File: src/rtl/multi_port_stream_packer_if.sv
// Wide-beat input bus and packed multi-lane output bus for the stream packer.
// master drives beats and downstream readiness; slave is the packer itself.
interface multi_port_stream_packer_if #(
  parameter int InWidth   = 4,
  parameter int OutWidth  = 2,
  parameter int DataWidth = 32
);
  logic                                flush_i;
  logic                                in_vld_i;
  logic [InWidth-1:0]                  in_mask_i;
  logic [InWidth-1:0][DataWidth-1:0]   in_payload_i;
  logic                                in_rdy_o;
  logic [OutWidth-1:0]                 out_vld_o;
  logic [OutWidth-1:0][DataWidth-1:0]  out_payload_o;
  logic [OutWidth-1:0]                 out_rdy_i;

  modport master (
    output flush_i, in_vld_i, in_mask_i, in_payload_i, out_rdy_i,
    input  in_rdy_o, out_vld_o, out_payload_o
  );

  modport slave (
    input  flush_i, in_vld_i, in_mask_i, in_payload_i, out_rdy_i,
    output in_rdy_o, out_vld_o, out_payload_o
  );
endinterface

File: src/rtl/multi_port_stream_packer.sv
// Holds one sparsely-masked wide beat and emits its valid lanes, lowest lane
// first, as a contiguous prefix of output lanes until the beat is drained.
module multi_port_stream_packer #(
  parameter int InWidth   = 4,
  parameter int OutWidth  = 2,
  parameter int DataWidth = 32
) (
  input  logic                      clk,
  input  logic                      rst,
  multi_port_stream_packer_if.slave bus
);

  localparam int CntW = $clog2(InWidth + 1);

  logic [InWidth-1:0]                 pend_q, pend_d;
  logic [InWidth-1:0][DataWidth-1:0]  hold_q, hold_d;
  logic [InWidth-1:0][CntW-1:0]       rank_s;
  logic [CntW-1:0]                    pcnt_s;
  logic [CntW-1:0]                    fire_n_s;
  logic [OutWidth-1:0]                vld_s;
  logic [OutWidth-1:0]                vld_gated_s;
  logic [OutWidth-1:0][DataWidth-1:0] pay_s;
  logic                               rdy_s;
  logic                               accept_s;

  function automatic logic [CntW-1:0] popcount(input logic [InWidth-1:0] m);
    logic [CntW-1:0] c;
    c = {CntW{1'b0}};
    for (int i = 0; i < InWidth; i++) begin
      c = c + CntW'(m[i]);
    end
    return c;
  endfunction

  assign pcnt_s = popcount(pend_q);

  // Rank every held lane among the pending ones and route rank k to output k.
  always_comb begin
    rank_s = '0;
    pay_s  = '0;
    vld_s  = '0;
    for (int i = 0; i < InWidth; i++) begin
      rank_s[i] = popcount(pend_q & ((InWidth'(1) << i) - InWidth'(1)));
      for (int k = 0; k < OutWidth; k++) begin
        pay_s[k] = (pend_q[i] && (rank_s[i] == CntW'(k))) ? hold_q[i] : pay_s[k];
      end
    end
    for (int k = 0; k < OutWidth; k++) begin
      vld_s[k] = (pcnt_s > CntW'(k));
    end
  end

  // Suppress output under reset/flush, then count the firing prefix.
  always_comb begin
    logic run;
    run      = 1'b1;
    fire_n_s = {CntW{1'b0}};
    if (rst || bus.flush_i) begin
      vld_gated_s = '0;
    end else begin
      vld_gated_s = vld_s;
    end
    for (int k = 0; k < OutWidth; k++) begin
      run      = run & vld_gated_s[k] & bus.out_rdy_i[k];
      fire_n_s = fire_n_s + CntW'(run);
    end
  end

  // An empty stage and one whose last lanes fire now both take a new beat.
  assign rdy_s    = !rst && !bus.flush_i && (fire_n_s == pcnt_s);
  assign accept_s = bus.in_vld_i && rdy_s;

  // Next held beat: flush empties, accept replaces, otherwise retire fired lanes.
  always_comb begin
    pend_d = '0;
    hold_d = hold_q;
    if (bus.flush_i) begin
      pend_d = '0;
    end else if (accept_s) begin
      pend_d = bus.in_mask_i;
      hold_d = bus.in_payload_i;
    end else begin
      for (int i = 0; i < InWidth; i++) begin
        pend_d[i] = pend_q[i] && (rank_s[i] >= fire_n_s);
      end
    end
  end

  // State register with synchronous reset.
  always_ff @(posedge clk) begin
    if (rst) begin
      pend_q <= '0;
      hold_q <= '0;
    end else begin
      pend_q <= pend_d;
      hold_q <= hold_d;
    end
  end

  assign bus.in_rdy_o      = rdy_s;
  assign bus.out_vld_o     = vld_gated_s;
  assign bus.out_payload_o = pay_s;

endmodule

File: src/flat_wrapper.sv
// flat-port wrapper written by rule: the top's interface ports become plain ports
module multi_port_stream_packer_flat 
#(
  parameter int InWidth   = 4,
  parameter int OutWidth  = 2,
  parameter int DataWidth = 32
)
  (clk, rst, bus_flush_i, bus_in_vld_i, bus_in_mask_i, bus_in_payload_i, bus_out_rdy_i, bus_in_rdy_o, bus_out_vld_o, bus_out_payload_o);
  multi_port_stream_packer_if #(.InWidth(InWidth), .OutWidth(OutWidth), .DataWidth(DataWidth)) bus_i ();
  input  logic clk;
  input  logic rst;
  input wire logic [$bits(bus_i.flush_i)-1:0] bus_flush_i;
  input wire logic [$bits(bus_i.in_vld_i)-1:0] bus_in_vld_i;
  input wire logic [$bits(bus_i.in_mask_i)-1:0] bus_in_mask_i;
  input wire logic [$bits(bus_i.in_payload_i)-1:0] bus_in_payload_i;
  input wire logic [$bits(bus_i.out_rdy_i)-1:0] bus_out_rdy_i;
  output wire logic [$bits(bus_i.in_rdy_o)-1:0] bus_in_rdy_o;
  output wire logic [$bits(bus_i.out_vld_o)-1:0] bus_out_vld_o;
  output wire logic [$bits(bus_i.out_payload_o)-1:0] bus_out_payload_o;
  assign bus_i.flush_i = bus_flush_i;
  assign bus_i.in_vld_i = bus_in_vld_i;
  assign bus_i.in_mask_i = bus_in_mask_i;
  assign bus_i.in_payload_i = bus_in_payload_i;
  assign bus_i.out_rdy_i = bus_out_rdy_i;
  assign bus_in_rdy_o = bus_i.in_rdy_o;
  assign bus_out_vld_o = bus_i.out_vld_o;
  assign bus_out_payload_o = bus_i.out_payload_o;
  multi_port_stream_packer #(.InWidth(InWidth), .OutWidth(OutWidth), .DataWidth(DataWidth)) u_core (.clk(clk), .rst(rst), .bus(bus_i));
endmodule
File: config.mk
export PLATFORM = sky130hd
export DESIGN_NAME = multi_port_stream_packer_flat
export DESIGN_NICKNAME = d
export VERILOG_FILES = /design/src/rtl/multi_port_stream_packer_if.sv /design/src/rtl/multi_port_stream_packer.sv /design/src/flat_wrapper.sv
export SDC_FILE = /design/constraint.sdc
export NUM_CORES = 1
export LEC_CHECK = 0
export ABC_AREA = 1
export BUFFER_PORTS_ARGS = -buffer_cell sky130_fd_sc_hd__buf_2
export CAP_MARGIN = 20
export CELL_PAD_IN_SITES_DETAIL_PLACEMENT = 0
export CELL_PAD_IN_SITES_GLOBAL_PLACEMENT = 1
export CORE_ASPECT_RATIO = 0.8
export CORE_MARGIN = 3
export CORE_UTILIZATION = 36
export DETAILED_ROUTE_END_ITERATION = 10
export PLACE_DENSITY = 0.77
export SLEW_MARGIN = 40
export SYNTH_ARGS = -nofsm -noshare
export SYNTH_HDL_FRONTEND = slang
export SYNTH_SLANG_ARGS = --single-unit
File: constraint.sdc
create_clock -name clk -period 4.9 [get_ports clk]
set_input_delay 0.49 -clock clk [delete_from_list [all_inputs] [get_ports clk]]
set_output_delay 0.49 -clock clk [all_outputs]
set_load 0.03 [all_outputs]
Word level (Yosys, flattened, before mapping):

Index checks and enable logic that the tools add are counted.

* $add $sub $neg: 4
* order comparisons: 6
* equality and inequality tests: 3
* multiplexer cells: 9
* bitwise operators: 4
* reductions and logical operators: 21

Operators with widths (number)
* $mux 32: 7
* $logic_and 1x1->1: 13
* $logic_not 3->1: 3
* $add 3x1->3: 2
* $eq 3x1->1 const B: 2
* $ge 3x3->1: 2
* $gt 3x1->1 const B: 2
* $add 1x1->2: 2
* $mux 4: 1
* $and 1x1->1: 3
* $eq 3x3->1: 1
* $ge 1x3->1: 1
* $ge 1x3->1 const A: 1
* $logic_not 1->1: 2
* $mux 2: 1
* $reduce_and 2->1: 1
* $reduce_or 2->1: 1
* $logic_or 1x1->1: 1
* $not 1->1: 1

* flip-flop bits (word level): 132
* input port bits: 138
* output and inout port bits: 67
* word-level logic and storage cells: 52

Depth between registers and ports, before layout:

* depth in word-level cells: 13
* gate-level depth with buffers: 24
* mapped depth without buffers: 20

Least setup slack after synthesis:

No wires, ideal clock.

* path type: reg-to-output
* start: register u_core.pend_q[0]
* end: output bus_in_rdy_o
* data arrival time: 3.710 ns
* required time: 4.410 ns
* setup slack: 0.700 ns
* cell stages (with the launch flop): 17
* path buffers: 2
* cells stage by stage: dfxtp_1 > clkbuf_1 > clkbuf_1 > inv_1 > fa_1 > inv_1 > ha_1 > inv_1 > fa_1 > nand2_1 > nand2_1 > nand2_1 > nand2_1 > inv_1 > ha_1 > xnor2_1 > and2_1

* word-level cells in the longest chain between the ends: 11
* elaborated cells on any way between the ends: 12

RTL lines
* start: declaration: line multi_port_stream_packer.sv:15 `logic [InWidth-1:0] pend_q, pend_d;`
* start signal: assignment: line multi_port_stream_packer.sv:95 `pend_q <= pend_d;`
* $add 1x1->2 *: line multi_port_stream_packer.sv:30 `c = c + CntW'(m[i]);`
* $add 3x1->3 * (2 in a row): line multi_port_stream_packer.sv:30
* $gt 3x1->1 *: line multi_port_stream_packer.sv:49 `vld_s[k] = (pcnt_s > CntW'(k));`
* $mux 2 *: line multi_port_stream_packer.sv:58 `if (rst || bus.flush_i) begin`
* net bus_out_vld_o[0]: line flat_wrapper.sv:18 `output wire logic [$bits(bus_i.out_vld_o)-1:0] bus_out_vld_o;`
* $and 1x1->1 *: line multi_port_stream_packer.sv:64 `run = run & vld_gated_s[k] & bus.out_rdy_i[k];`
* $and 1x1->1 (2 in a row): line multi_port_stream_packer.sv:64
* $add 1x1->2 *: line multi_port_stream_packer.sv:65 `fire_n_s = fire_n_s + CntW'(run);`
* $eq 3x3->1 *: line multi_port_stream_packer.sv:70 `assign rdy_s = !rst && !bus.flush_i && (fire_n_s == pcnt_s);`
* $logic_and 1x1->1 *: line multi_port_stream_packer.sv:70
* end: declaration: line flat_wrapper.sv:17 `output wire logic [$bits(bus_i.in_rdy_o)-1:0] bus_in_rdy_o;`

Mark *: on every way through the listed nets, which the timed path passes. The rest lies on a longest branch.

Worst setup path in the final report:

* start: register u_core.pend_q[2]
* end: output bus_in_rdy_o

* word-level cells in the longest chain between the ends: 10
* elaborated cells on any way between the ends: 11

RTL lines (line)
* $add 3x1->3 * (2 in a row): multi_port_stream_packer.sv:30
* $gt 3x1->1: multi_port_stream_packer.sv:49
* $mux 2: multi_port_stream_packer.sv:58
* $and 1x1->1 (3 in a row): multi_port_stream_packer.sv:64
* $add 1x1->2: multi_port_stream_packer.sv:65
* $eq 3x3->1 *: multi_port_stream_packer.sv:70
* $logic_and 1x1->1 *: multi_port_stream_packer.sv:70

Every way passes the cells marked *; elsewhere a longest branch is shown, timed or not.

==> impl_metrics.env <==
export IMPL_synth_top_family_by_area="simple AND/OR/NAND/NOR gates"
export IMPL_yosys_area_share_simple=0.318
export IMPL_die_x_microns=165
export IMPL_synth_compound_area_frac=0.160
export IMPL_numCtsBuffers=17
export IMPL_cts_htree_levels=4
export IMPL_grt_max_degree=91
export IMPL_wl_mm=23.0
export IMPL_layout_setup_ws_ns=0.731
export IMPL_timing_fmax_mhz=240
export IMPL_pre_cts_slack_ns=0.786
export IMPL_slew_headroom=0.508
export IMPL_grt_overflow=0
export IMPL_via_per_inst=4.58
export IMPL_critical_path_class="reg -> out"
export IMPL_die_area_sq_mm=0.0221
export IMPL_synthMuxAreaShare=0
export IMPL_port_buffers=204
export IMPL_r2r_end="u_core.hold_q[50]"
export IMPL_cts_resized=0
export IMPL_cap_violations=0
export IMPL_final_hold_violation_count=0
export IMPL_peakVddDrop_uv=183
export IMPL_cellPowerDensity_mw_per_mm2=319
export IMPL_tritoncts="yes"
export IMPL_crit_path_start="u_core.pend_q[2]"
export IMPL_cts_setup_buffers=0
export IMPL_synth_xor_area_frac=0.00120
export IMPL_gp_congestion=0.761
export IMPL_grt_pass1_wl_mm=36.1
export IMPL_intPower_mw=2.15
export IMPL_insertion_delay_ns=0.41
export IMPL_track_usage=0.205
export IMPL_synth_cells=1188
export IMPL_area_growth_syn_to_layout_pct=23.6
export IMPL_clock_path_buffers=2
export IMPL_synthAdderAreaFrac=0.0298
export IMPL_power_leakage_nw=4.83
export IMPL_yosys_area_top_type="dfxtp_1"
export IMPL_outcome="finished, final reports clean"
export IMPL_synth_edf_count=0
export IMPL_tns_ns=0
export IMPL_async_flop_share=0
export IMPL_numClockSinks=132
export IMPL_end_kind="output port"
export IMPL_clk_pin_slew_ns=0.06
export IMPL_ff2ff_setup_slack_ns=0.75
export IMPL_regToRegStartpoint="u_core.pend_q[2]"
export IMPL_netlist_area_sq_mm=0.00731
export IMPL_crit_end="bus_in_rdy_o"
export IMPL_swShare=0.255
export IMPL_post_dp_hpwl_mm=14.6
export IMPL_power_switching_mw=0.736
export IMPL_ys_types=22
export IMPL_drc=0
export IMPL_drv_slew=0
export IMPL_yosys_top_cells_area="dfxtp_1 36%, nand2_1 15%, nor2_1 13%, o21ai_0 8.5%, inv_1 7.6%"
export IMPL_yosysSeqAreaShare=0.361
export IMPL_synth_ff_type="dfxtp_1"
export IMPL_tightestPinTransition_ns=0.738
export IMPL_start_kind="register"
export IMPL_ys_top_cells_by_count="285 x nand2_1, 254 x nor2_1, 148 x inv_1, 132 x dfxtp_1, 124 x o21ai_0"
export IMPL_seqPwrFrac=0.403
export IMPL_dr_pass1_iters=5
export IMPL_clkPwrFrac=0.479
export IMPL_cp_arrival_ns=3.68
export IMPL_antenna_found_initial=1
export IMPL_combPwrFrac=0.119
export IMPL_required_ns=4.41
export IMPL_finalSetupViolations=0
export IMPL_ys_seq_elements=132
export IMPL_avgSynthCellArea_sq_um=6.16
export IMPL_fin_total_pwr_mw=2.88
export IMPL_start_util=0.377
export IMPL_worstPathMaxFanout=5
export IMPL_reg2reg_depth=18
export IMPL_postCtsHoldBufs=0
export IMPL_grt_pass1_vias=6887
export IMPL_fin_crit_sh=0.851
export IMPL_synth_top_area_frac=0.361
export IMPL_finClkSkew_ns=0.00844
export IMPL_synth_warnings=0
export IMPL_yosysMostFrequentCell="nand2_1"
export IMPL_ant_nets=0
export IMPL_drt_iter0_markers=522
export IMPL_wire_per_inst_microns=14.2
export IMPL_vias=7391
export IMPL_fin_nets=1496
export IMPL_core_sq_mm=0.0194
export IMPL_syn_nets=1341
export IMPL_ios=205
export IMPL_period_needed_ns=4.17
export IMPL_hp_class="in -> reg"
export IMPL_rows=45
export IMPL_cts_root_buffer="clkbuf_16"
export IMPL_die_y_microns=133
export IMPL_rsz0062_at_grt="no"
export IMPL_drive_gt1_frac=0.194
==> sequential cells by signal, summed over array words and instances, names as in the netlist <==
name           cells
u_core.hold_q    128
u_core.pend_q      4
==> through the flow <==
stage               instance area (sq um)   util  instances  hold WS, ns
floorplan                            7310      -       1188        0.489
detailed placement                   8410  0.433       1582        0.504
global placement                     8400  0.433       1582        0.500
CTS                                  9030  0.465       1614        0.276
global route                         9040  0.465       1615        0.281
finish                               9040  0.465       1615        0.297
==> per-layer routing <==
layer,GRT usage,vias to the layer above,share of wire
li1,-,3976,-
met1,0.306,3220,0.52
met2,0.306,185,0.43
met3,0.0404,10,0.050
met4,0.0416,0,0.0072
met5,0,-,0
==> power groups by stage <==
| stage | Combinational (mW) | Clock, mW | Sequential (mW) |
|---|---|---|---|
| final | 0.342 | 1.38 | 1.16 |
| after detailed placement | 0.342 | 0 | 1.18 |
| after floorplan | 0.229 | 0 | 1.18 |
| after global routing | 0.393 | 1.46 | 1.17 |
| after CTS | 0.345 | 1.41 | 1.16 |
| after global placement | 0.341 | 0 | 1.18 |
==> worst min path at each step <==
stage                          start                 end  slack (ns)  cells after the start
3_5_place_dp        u_core.hold_q[6]    u_core.hold_q[6]        0.50                      4
3_3_place_gp        u_core.hold_q[6]    u_core.hold_q[6]        0.50                      4
6_report       bus_in_payload_i[107]  u_core.hold_q[107]        0.30                      3
4_1_cts        bus_in_payload_i[110]  u_core.hold_q[110]        0.28                      3
5_1_grt        bus_in_payload_i[106]  u_core.hold_q[106]        0.28                      3
2_1_floorplan       u_core.hold_q[0]    u_core.hold_q[0]        0.49                      4
==> cell type report <==
class	count	area [sq um]
multi-input cells	826	3750
diodes	1	2.50
repair buffers	216	1120
clock buffers	23	478
clock inverters	9	150
fillers	2121	10400
well taps	258	323
inverters	150	571
flip-flops and latches	132	2640
==> cell usage in the layout, fill, tap and decap left out, types with 4 or more instances in the layout <==
cell / netlist / final
nor2_2: 11 / 11
inv_1: 148 / 147
buf_2: 16 / 204
fa_1: 4 / 4
a21oi_1: 52 / 52
clkbuf_16: 0 / 17
o21ai_0: 124 / 124
nand3_1: 40 / 39
ha_1: 11 / 11
o211ai_1: 38 / 38
bufinv_16: 0 / 4
dfxtp_1: 132 / 131
buf_4: 0 / 11
nor2_1: 254 / 254
nand2_1: 285 / 283
==> cells by family after synthesis <==
family,after synthesis
buf+inv,230
fa+ha+maj,15
simple gates,595
xor+xnor,1
flops,132
compound gates,215
==> worst max-delay path: stages, from the launching register on <==
cell     delay (ns)
dfxtp_1        0.42
inv_1          0.08
fa_1           0.48
inv_1          0.10
ha_1           0.14
inv_1          0.05
fa_1           0.51
nand2_1        0.06
nand2_1        0.08
nand2_1        0.06
nand2_1        0.13
inv_1          0.06
ha_1           0.35
xnor2_1        0.36
and2_1         0.19
buf_2          0.20
No activity file was read; power rests on OpenSTA's default activity.
